$ cat src/rtl/mux_n_para_1_registrado.sv
// ---------------------------------------------------------------------------
// mux_n_para_1_registrado
//
// Registered N:1 channel selector for the 8-bit nRisc datapath. Several
// producers (register-file read, immediate, memory, PC+1) offer data with a
// valid/accept handshake; one of them is granted per cycle and its data is
// captured into an output register that honours downstream backpressure.
//
// Two selection modes:
//   - fixed       : the channel indexed by Selecao is granted when valid
//   - round-robin : the first valid channel after the last one granted
//
// Ports:
//   Clock           in   rising-edge clock
//   Reset           in   asynchronous, active-high reset
//   Entradas        in   flattened channel data, channel k at [k*LARGURA +: LARGURA]
//   EntradasValidas in   per-channel valid
//   EntradasAceitas out  per-channel accept (one-hot or zero, combinational)
//   Selecao         in   channel index used in fixed mode
//   ModoRoundRobin  in   0 = fixed select, 1 = round-robin
//   SaidaPronta     in   downstream ready
//   SaidaMux        out  registered selected data
//   SaidaValida     out  registered output valid
//   CanalSaida      out  index of the channel held in SaidaMux
// ---------------------------------------------------------------------------
module mux_n_para_1_registrado #(
  parameter  int LARGURA  = 8,
  parameter  int CANAIS   = 4,
  localparam int LARG_SEL = $clog2(CANAIS)
) (
  input  logic                        Clock,
  input  logic                        Reset,
  input  logic [CANAIS*LARGURA-1:0]   Entradas,
  input  logic [CANAIS-1:0]           EntradasValidas,
  output logic [CANAIS-1:0]           EntradasAceitas,
  input  logic [LARG_SEL-1:0]         Selecao,
  input  logic                        ModoRoundRobin,
  input  logic                        SaidaPronta,
  output logic [LARGURA-1:0]          SaidaMux,
  output logic                        SaidaValida,
  output logic [LARG_SEL-1:0]         CanalSaida
);

  logic [LARG_SEL-1:0] ultimo_concedido;
  logic                carrega;
  logic                grant_valid;
  logic [LARG_SEL-1:0] grant_idx;

  // The output register can take a new word when it is empty or when the
  // word it holds is being consumed in this same cycle.
  assign carrega = !SaidaValida || SaidaPronta;

  // Grant selection. In round-robin mode the scan runs from the highest
  // offset down to offset 1 so that the last hit is the channel closest to
  // the one after ultimo_concedido, giving first-match-with-wrap priority.
  // Fixed mode range-checks Selecao first so an out-of-range index (only
  // possible when CANAIS is not a power of two) yields no grant.
  always_comb begin
    grant_valid = 1'b0;
    grant_idx   = '0;
    if (ModoRoundRobin) begin
      for (int i = CANAIS; i >= 1; i--) begin
        if (EntradasValidas[(int'(ultimo_concedido) + i) % CANAIS]) begin
          grant_valid = 1'b1;
          grant_idx   = LARG_SEL'((int'(ultimo_concedido) + i) % CANAIS);
        end
      end
    end else if (int'(Selecao) < CANAIS) begin
      if (EntradasValidas[Selecao]) begin
        grant_valid = 1'b1;
        grant_idx   = Selecao;
      end
    end
  end

  // Accept goes to the granted channel only when the register can load, and
  // is forced low while reset is held so no producer believes it was taken.
  always_comb begin
    EntradasAceitas = '0;
    for (int k = 0; k < CANAIS; k++) begin
      EntradasAceitas[k] = !Reset && carrega && grant_valid &&
                           (int'(grant_idx) == k);
    end
  end

  // Output register and round-robin pointer. A load cycle without a grant
  // drains the register (valid drops) but keeps the last data and channel.
  // The pointer resets to the last channel so the first search starts at 0,
  // and only round-robin transfers move it.
  always_ff @(posedge Clock or posedge Reset) begin
    if (Reset) begin
      SaidaMux         <= '0;
      SaidaValida      <= 1'b0;
      CanalSaida       <= '0;
      ultimo_concedido <= LARG_SEL'(CANAIS - 1);
    end else if (carrega) begin
      if (grant_valid) begin
        SaidaMux    <= Entradas[int'(grant_idx)*LARGURA +: LARGURA];
        CanalSaida  <= grant_idx;
        SaidaValida <= 1'b1;
        if (ModoRoundRobin) begin
          ultimo_concedido <= grant_idx;
        end
      end else begin
        SaidaValida <= 1'b0;
      end
    end
  end

endmodule
$ cat config.mk
export PLATFORM = sky130hd
export DESIGN_NAME = mux_n_para_1_registrado
export DESIGN_NICKNAME = d
export VERILOG_FILES = /design/src/rtl/mux_n_para_1_registrado.sv
export SDC_FILE = /design/constraint.sdc
export NUM_CORES = 1
export LEC_CHECK = 0
export ABC_AREA = 1
export CORE_ASPECT_RATIO = 1.1
export CORE_UTILIZATION = 37
export DETAILED_ROUTE_END_ITERATION = 12
export HOLD_SLACK_MARGIN = 0.1
export PLACE_DENSITY = 0.83
export RECOVER_POWER = 100
export SLEW_MARGIN = 30
export SYNTH_ARGS = -nofsm -noshare
export SYNTH_HDL_FRONTEND = slang
export SYNTH_SLANG_ARGS = --single-unit
export TNS_END_PERCENT = 50
$ cat constraint.sdc
create_clock -name Clock -period 2.1 [get_ports Clock]
set_clock_uncertainty 0.05 [all_clocks]
set_input_delay 0.42 -clock Clock [delete_from_list [all_inputs] [get_ports Clock]]
set_output_delay 0.42 -clock Clock [all_outputs]
set_load 0.05 [all_outputs]
==> results.yml, run 1 <==
grt:
  grt_pass1_wl_mm: 6.37
  track_usage: 0.223
  grt_max_degree: 25
  antenna_found_initial: 0
  overflow: 0
  grt_pass1_vias: 1449
worst_setup_path:
  cp-end-kind: "primary output"
  worstPathArrival_ps: 2230
  path_max_fanout: 4
  reg2reg_depth: 18
  max_stage_delay_ps: 490
  cp_slowest_cell: "clkdlybuf4s50_1"
  cp-start-kind: "primary input"
  crit_start: "EntradasValidas[1]"
  rr_startpoint: "ultimo_concedido[0]$_DFFE_PP1P_"
  path_class: "primary input to primary output"
  cp.required_ps: 1630
  critical_path.cell_chain: "clkdlybuf4s50_1 -> inv_1 -> nand2_1 -> o21ai_1 -> o21ai_2 -> inv_1 -> o21ai_2 -> nand2_4 -> inv_4 -> nand2_8 -> nor3_4 -> buf_12"
  r2r_slack_ps: -540
  r2r-end: "ultimo_concedido[0]$_DFFE_PP1P_"
synthesis:
  ys_seq_area_frac: 0.266
  syn_area_mm2: 0.00123
  yosysUniqueCellTypes: 22
  synth.ff_latch_count: 13
  syn-instance-count: 199
  synth_fp_nets: 241
  yosys.area.top_type: "dfrtp_1"
  yosys_most_used_dff: "dfrtp_1"
  synthArstFlopShare: 1.00
  synth_area_leaders: "dfrtp_1, nand2_1, nand3_1"
  synth.top_cell.area_share: 0.223
  synth-edff-count: 0
  synth_most_common_cell: "nand2_1"
  yosysWarnings: 0
  synthTopCellsByCount: "nand2_1, nor2_1, nand3_1"
  syn_area_per_cell_um2: 6.20
finish:
  fin_area_mm2: 0.00224
  drive_gt1_frac: 0.327
  insertedDiodeCount: 0
  fin_nets: 324
  synthToLayoutAreaGrowth_pct: 81.4
drt:
  drcViolationCount: 2
  drtIter0Drc: 82
  ant_nets: 0
  routed-via-count: 1665
  finalWirelength_mm: 4.26
  routedWlPerCell_um: 13.5
  firstDrtPassIters: 8
  routed_via_density: 5.29
sta:
  setup_viol: 14
  clock.fmax_mhz: 371
  hold_viol: 0
  relSlewSlack: 0.659
  setup_ws_ps: -597
  fin_crit_sh: 1.28
  holdWs_ps: 462
  drv_slew: 0
  period_needed_ps: 2700
  rsz0062_at_grt: "yes"
  fin_tns_setup_ps: -5670
  tightest_slew_ps: 510
cts:
  insertion_delay_ps: 270
  clock_path_buffers: 2
  cts_sinks: 13
  cts-root-buf: "clkbuf_4"
  cts.clk_slew.worst_paths_ps: 80
  cts_tree: "done"
  holdBufCountCts: 0
  cts_buffers: 3
  h-tree-depth: 1
floorplan:
  initial_core_util: 0.398
  core_area_mm2: 0.00310
  ios: 57
  num_rows: 21
  die_w_um: 57.1
  die_h_um: 62.6
  die_area_mm2: 0.00357
place:
  post_dp_cell_area_mm2: 0.00195
  gp_congestion: 0.903
  port_buffers: 56
  place_hpwl_mm: 2.66
power_and_ir_drop:
  p_per_area_mw_per_mm2: 1380
  p_leak_nw: 1.07
  power_mw: 3.10
  ir_worst_vdd_uv: 660
min_path:
  hold_path_end: "CanalSaida[1]$_DFFE_PP0P_"
  min_from: "CanalSaida[1]$_DFFE_PP0P_"
  min_path_cells: 2
  min_path_type: "flop to flop"
flow_run:
  drv_cap: 0
outcome:
  violations: "design-rule violations, negative setup slack"
  outcome: "complete, but fails checks"
==> worst max-delay path by stage <==
stage | end | slack (ps) | cells past startpoint
2_1_floorplan | EntradasAceitas[0] | -340 | 14
3_3_place_gp | EntradasAceitas[1] | -500 | 14
3_5_place_dp | EntradasAceitas[3] | -530 | 14
4_1_cts | EntradasAceitas[3] | -480 | 13
5_1_grt | EntradasAceitas[2] | -690 | 12
6_report | EntradasAceitas[2] | -600 | 12
==> registers in the layout, summed over array words and instances (netlist names) <==
signal,count
ultimo_concedido,2
SaidaMux,8
CanalSaida,2
SaidaValida,1
==> cells in the final DEF, fill, tap and decap left out <==
cell type / synthesis / final
buf_6: 5 / 1
inv_1: 19 / 15
clkbuf_1: 2 / 1
nand4_1: 8 / 8
nand2_2: 4 / 15
dlygate4sd2_1: 0 / 2
buf_4: 0 / 30
nand3_1: 32 / 26
dlymetal6s2s_1: 0 / 1
nand2_8: 0 / 2
dlygate4sd3_1: 0 / 1
clkdlybuf4s50_1: 0 / 48
nand3_4: 0 / 1
clkbuf_4: 0 / 3
nor2_2: 1 / 2
nor3_4: 0 / 4
inv_2: 4 / 6
o21ai_0: 5 / 4
inv_6: 0 / 1
o21ai_1: 3 / 1
dfrtp_1: 11 / 11
nand2_4: 4 / 7
nand3_2: 0 / 5
o21ai_2: 1 / 4
a21oi_1: 9 / 9
buf_12: 0 / 4
nor2_1: 34 / 31
inv_4: 2 / 3
nand2_1: 47 / 31
dfstp_2: 2 / 2
nor2_4: 0 / 2
==> what timing repair did <==
action | CTS | global route
setup buffers | 12 | 4
pin swaps | 15 | 22
setup endpoints to repair | 10 | 14
resized for setup | 12 | 38
==> final cells by class <==
| class | count | area [um2] |
|---|---|---|
| Inverter | 25 | 106 |
| Multi-Input combinational cell | 152 | 898 |
| Clock buffer | 4 | 26.3 |
| Timing Repair Buffer | 87 | 837 |
| Tap cell | 34 | 42.5 |
| Fill cell | 247 | 862 |
| Sequential cell | 13 | 328 |
==> logic make-up (layout without fill, tap and decap cells) <==
group                  count (synthesis)  count (layout)  synth area share
AOI/OAI and AO/OA                     18              18            0.0761
buffers and inverters                 34             116             0.155
DFF                                   13              13             0.266
and+or+nand+nor                      134             134             0.503
==> worst max-delay path, delay by kind of cell <==
family                 cells  cell delay (ps)
AO/OA/AOI/OAI              3              460
AND/OR/NAND/NOR            4              450
buffers and inverters      5              880
==> metal layers <==
layer / share of wire / up-vias / track usage
li1: - / 801 / -
met1: 0.38 / 775 / 0.267
met2: 0.53 / 81 / 0.403
met3: 0.070 / 8 / 0.0455
met4: 0.020 / 0 / 0.0518
met5: 0 / - / 0
==> per-stage QoR <==
step,instances,utilization,setup WS (ps)
after floorplan,199,-,-340
after global placement,296,0.629,-503
after detailed placement,296,0.629,-531
after CTS,311,0.672,-480
after global routing,315,0.722,-686
final,315,0.722,-597
==> power by group <==
group	switching [mW]	internal, mW	leakage [nW]	total (mW)
logic	1.49	0.958	0.909	2.45
registers	0.110	0.385	0.147	0.495
clock network	0.0796	0.0735	0.0150	0.153
total	1.68	1.42	1.07	3.10
(Power assumes the default switching activity.)
==> run 2, diff against run 1 <==
--- a/config.mk
+++ b/config.mk
@@ -10,7 +10,7 @@
 export CORE_UTILIZATION = 37
 export DETAILED_ROUTE_END_ITERATION = 12
 export HOLD_SLACK_MARGIN = 0.1
-export PLACE_DENSITY = 0.83
+export PLACE_DENSITY = 0.76
 export RECOVER_POWER = 100
 export SLEW_MARGIN = 30
 export SYNTH_ARGS = -nofsm -noshare
==> constraint.sdc (replaced) <==
create_clock -name Clock -period 2.1 [get_ports Clock]
set_clock_uncertainty 0.05 [all_clocks]
set_input_delay 0.42 -clock Clock [delete_from_list [all_inputs] [get_ports Clock]]
set_output_delay 0.42 -clock Clock [all_outputs]
set_load 0.02 [all_outputs]
==> results.yml, run 2 (same netlist as run 1, synthesis figures left out) <==
cts:
  cts.clk_slew.worst_paths_ps: 80
  clock_path_buffers: 2
  cts-root-buf: "clkbuf_4"
  holdBufCountCts: 0
  cts_tree: "done"
  cts_sinks: 13
  h-tree-depth: 1
  cts_buffers: 3
  insertion_delay_ps: 280
grt:
  grt_max_degree: 25
  track_usage: 0.224
  grt_pass1_vias: 1495
  grt_pass1_wl_mm: 6.31
  overflow: 0
  antenna_found_initial: 0
power_and_ir_drop:
  p_leak_nw: 1.08
  p_sw_mw: 1.42
  pwr-share-comb: 0.782
  ir_worst_vdd_uv: 556
  seqPwrFrac: 0.163
  pwr-share-clk: 0.055
  swShare: 0.494
  power_mw: 2.87
  p_per_area_mw_per_mm2: 1290
  p_int_mw: 1.45
floorplan:
  die_h_um: 62.6
  die_area_mm2: 0.00357
  ios: 57
  num_rows: 21
  initial_core_util: 0.398
  core_area_mm2: 0.00310
  die_w_um: 57.1
finish:
  drive_gt1_frac: 0.327
  fin_nets: 327
  reg_top3: "SaidaMux x8, CanalSaida x2, ultimo_concedido x2"
  stdcell_count: 318
  fillerInstances: 250
  insertedDiodeCount: 0
  mostFrequentLayoutCell: "clkdlybuf4s50_1"
  regMostFlops: "SaidaMux"
  largest_register_ffs: 8
  mostFrequentLayoutCells: "clkdlybuf4s50_1, nor2_1, nand2_1, buf_4, nand3_1"
  synthToLayoutAreaGrowth_pct: 80.9
outcome:
  outcome: "complete, but fails checks"
  violations: "design-rule violations, negative setup slack"
min_path:
  min_path_type: "flop to flop"
worst_setup_path:
  crit_family: "buffers and inverters"
  worstPathArrival_ps: 2780
  cp-start-kind: "flop"
  cp.required_ps: 2260
  crit_path_frequent_cell: "buf_4"
  path_max_fanout: 6
  cp-end-kind: "flop"
  path_class: "flop to flop"
  cp.buffers_inverters: 10
  critical_path.cell_chain: "buf_12 -> inv_8 -> nand2_2 -> nand2_4 -> nand2_4 -> nand2_2 -> nor2_1 -> nand3_2 -> buf_4 -> buf_4 -> buf_4 -> buf_4 -> buf_4 -> buf_4 -> buf_4 -> buf_4 -> nand3_1 -> nand2_1 -> o21ai_0"
  cp_slowest_cell: "dfstp_2"
  max_stage_delay_ps: 560
sta:
  clock.fmax_mhz: 381
  setup_viol: 9
  setup_ws_ps: -522
  period_needed_ps: 2620
  hold_viol: 0
  relSlewSlack: 0.512
  rsz0062_at_grt: "yes"
  drv_slew: 0
  fin_crit_sh: 1.25
  tightest_slew_ps: 732
  fin_tns_setup_ps: -3020
place:
  port_buffers: 56
  gp_congestion: 0.856
  dpl.cell_count: 299
  dp_slack_ps: -982
  place_hpwl_mm: 2.78
drt:
  routedWlPerCell_um: 12.7
  finalWirelength_mm: 4.04
  routed-via-count: 1631
  firstDrtPassIters: 8
  ant_nets: 0
  drcViolationCount: 4
  drtIter0Drc: 67
  routed_via_density: 5.13
flow_run:
  drv_cap: 0
-- run 2: area by class of cell --
class / count / area, um2 / share of cell area
multi-input cells: 152 / 878 / 0.393
repair buffers: 90 / 848 / 0.380
flip-flops and latches: 13 / 328 / 0.147
inverters: 25 / 109 / 0.0488
well taps: 34 / 42.5 / 0.0191
clock buffers: 4 / 26.3 / 0.0118
-- run 2: routing by layer --
metal | global-route usage | up-vias | share of wire
li1 | - | 816 | -
met1 | 0.245 | 744 | 0.39
met2 | 0.421 | 64 | 0.53
met3 | 0.0559 | 7 | 0.057
met4 | 0.0610 | 0 | 0.017
met5 | 0 | - | 0
-- run 2: worst register-to-register path, delay by kind of cell (launching register included) --
kind                   cells  cell delay, ps
AOI/OAI and AO/OA          1              80
buffers and inverters     10            1160
DFF                        1             560
and+or+nand+nor            8             680
-- run 2: power groups by stage --
stage	sequential [mW]	clock [mW]	combinational, mW
2_1_floorplan	0.574	0	1.09
3_3_place_gp	0.483	0	1.72
3_5_place_dp	0.489	0	1.75
4_1_cts	0.470	0.159	2.01
5_1_grt	0.481	0.182	2.41
6_report	0.468	0.157	2.25
-- run 2: repair_timing --
item                       4_1_cts  5_1_grt
setup buffers                   11        6
setup endpoints to repair       12       14
pin swaps                       22       12
gates resized for setup         50       25
-- run 2: path summary, 6_finish.rpt --
check | slack [ps] | to | start | cells past startpoint
max | -520 | ultimo_concedido[1]$_DFFE_PP1P_ | ultimo_concedido[0]$_DFFE_PP1P_ | 19
min | 470 | CanalSaida[0]$_DFFE_PP0P_ | CanalSaida[0]$_DFFE_PP0P_ | 2
max reg2reg | -520 | ultimo_concedido[1]$_DFFE_PP1P_ | ultimo_concedido[0]$_DFFE_PP1P_ | 19
min reg2reg | 470 | CanalSaida[0]$_DFFE_PP0P_ | CanalSaida[0]$_DFFE_PP0P_ | 2
max in group asynchronous | 670 | SaidaMux[3]$_DFFE_PP0P_ | Reset | 3
min in group asynchronous | 860 | SaidaMux[2]$_DFFE_PP0P_ | Reset | 3
-- run 2: through the flow --
step | area, um2 | hold slack, ps | util
floorplan | 1270 | 277 | -
global placement | 1930 | 421 | 0.624
detailed placement | 1930 | 449 | 0.624
CTS | 2110 | 470 | 0.681
global route | 2230 | 508 | 0.720
finish | 2230 | 470 | 0.720
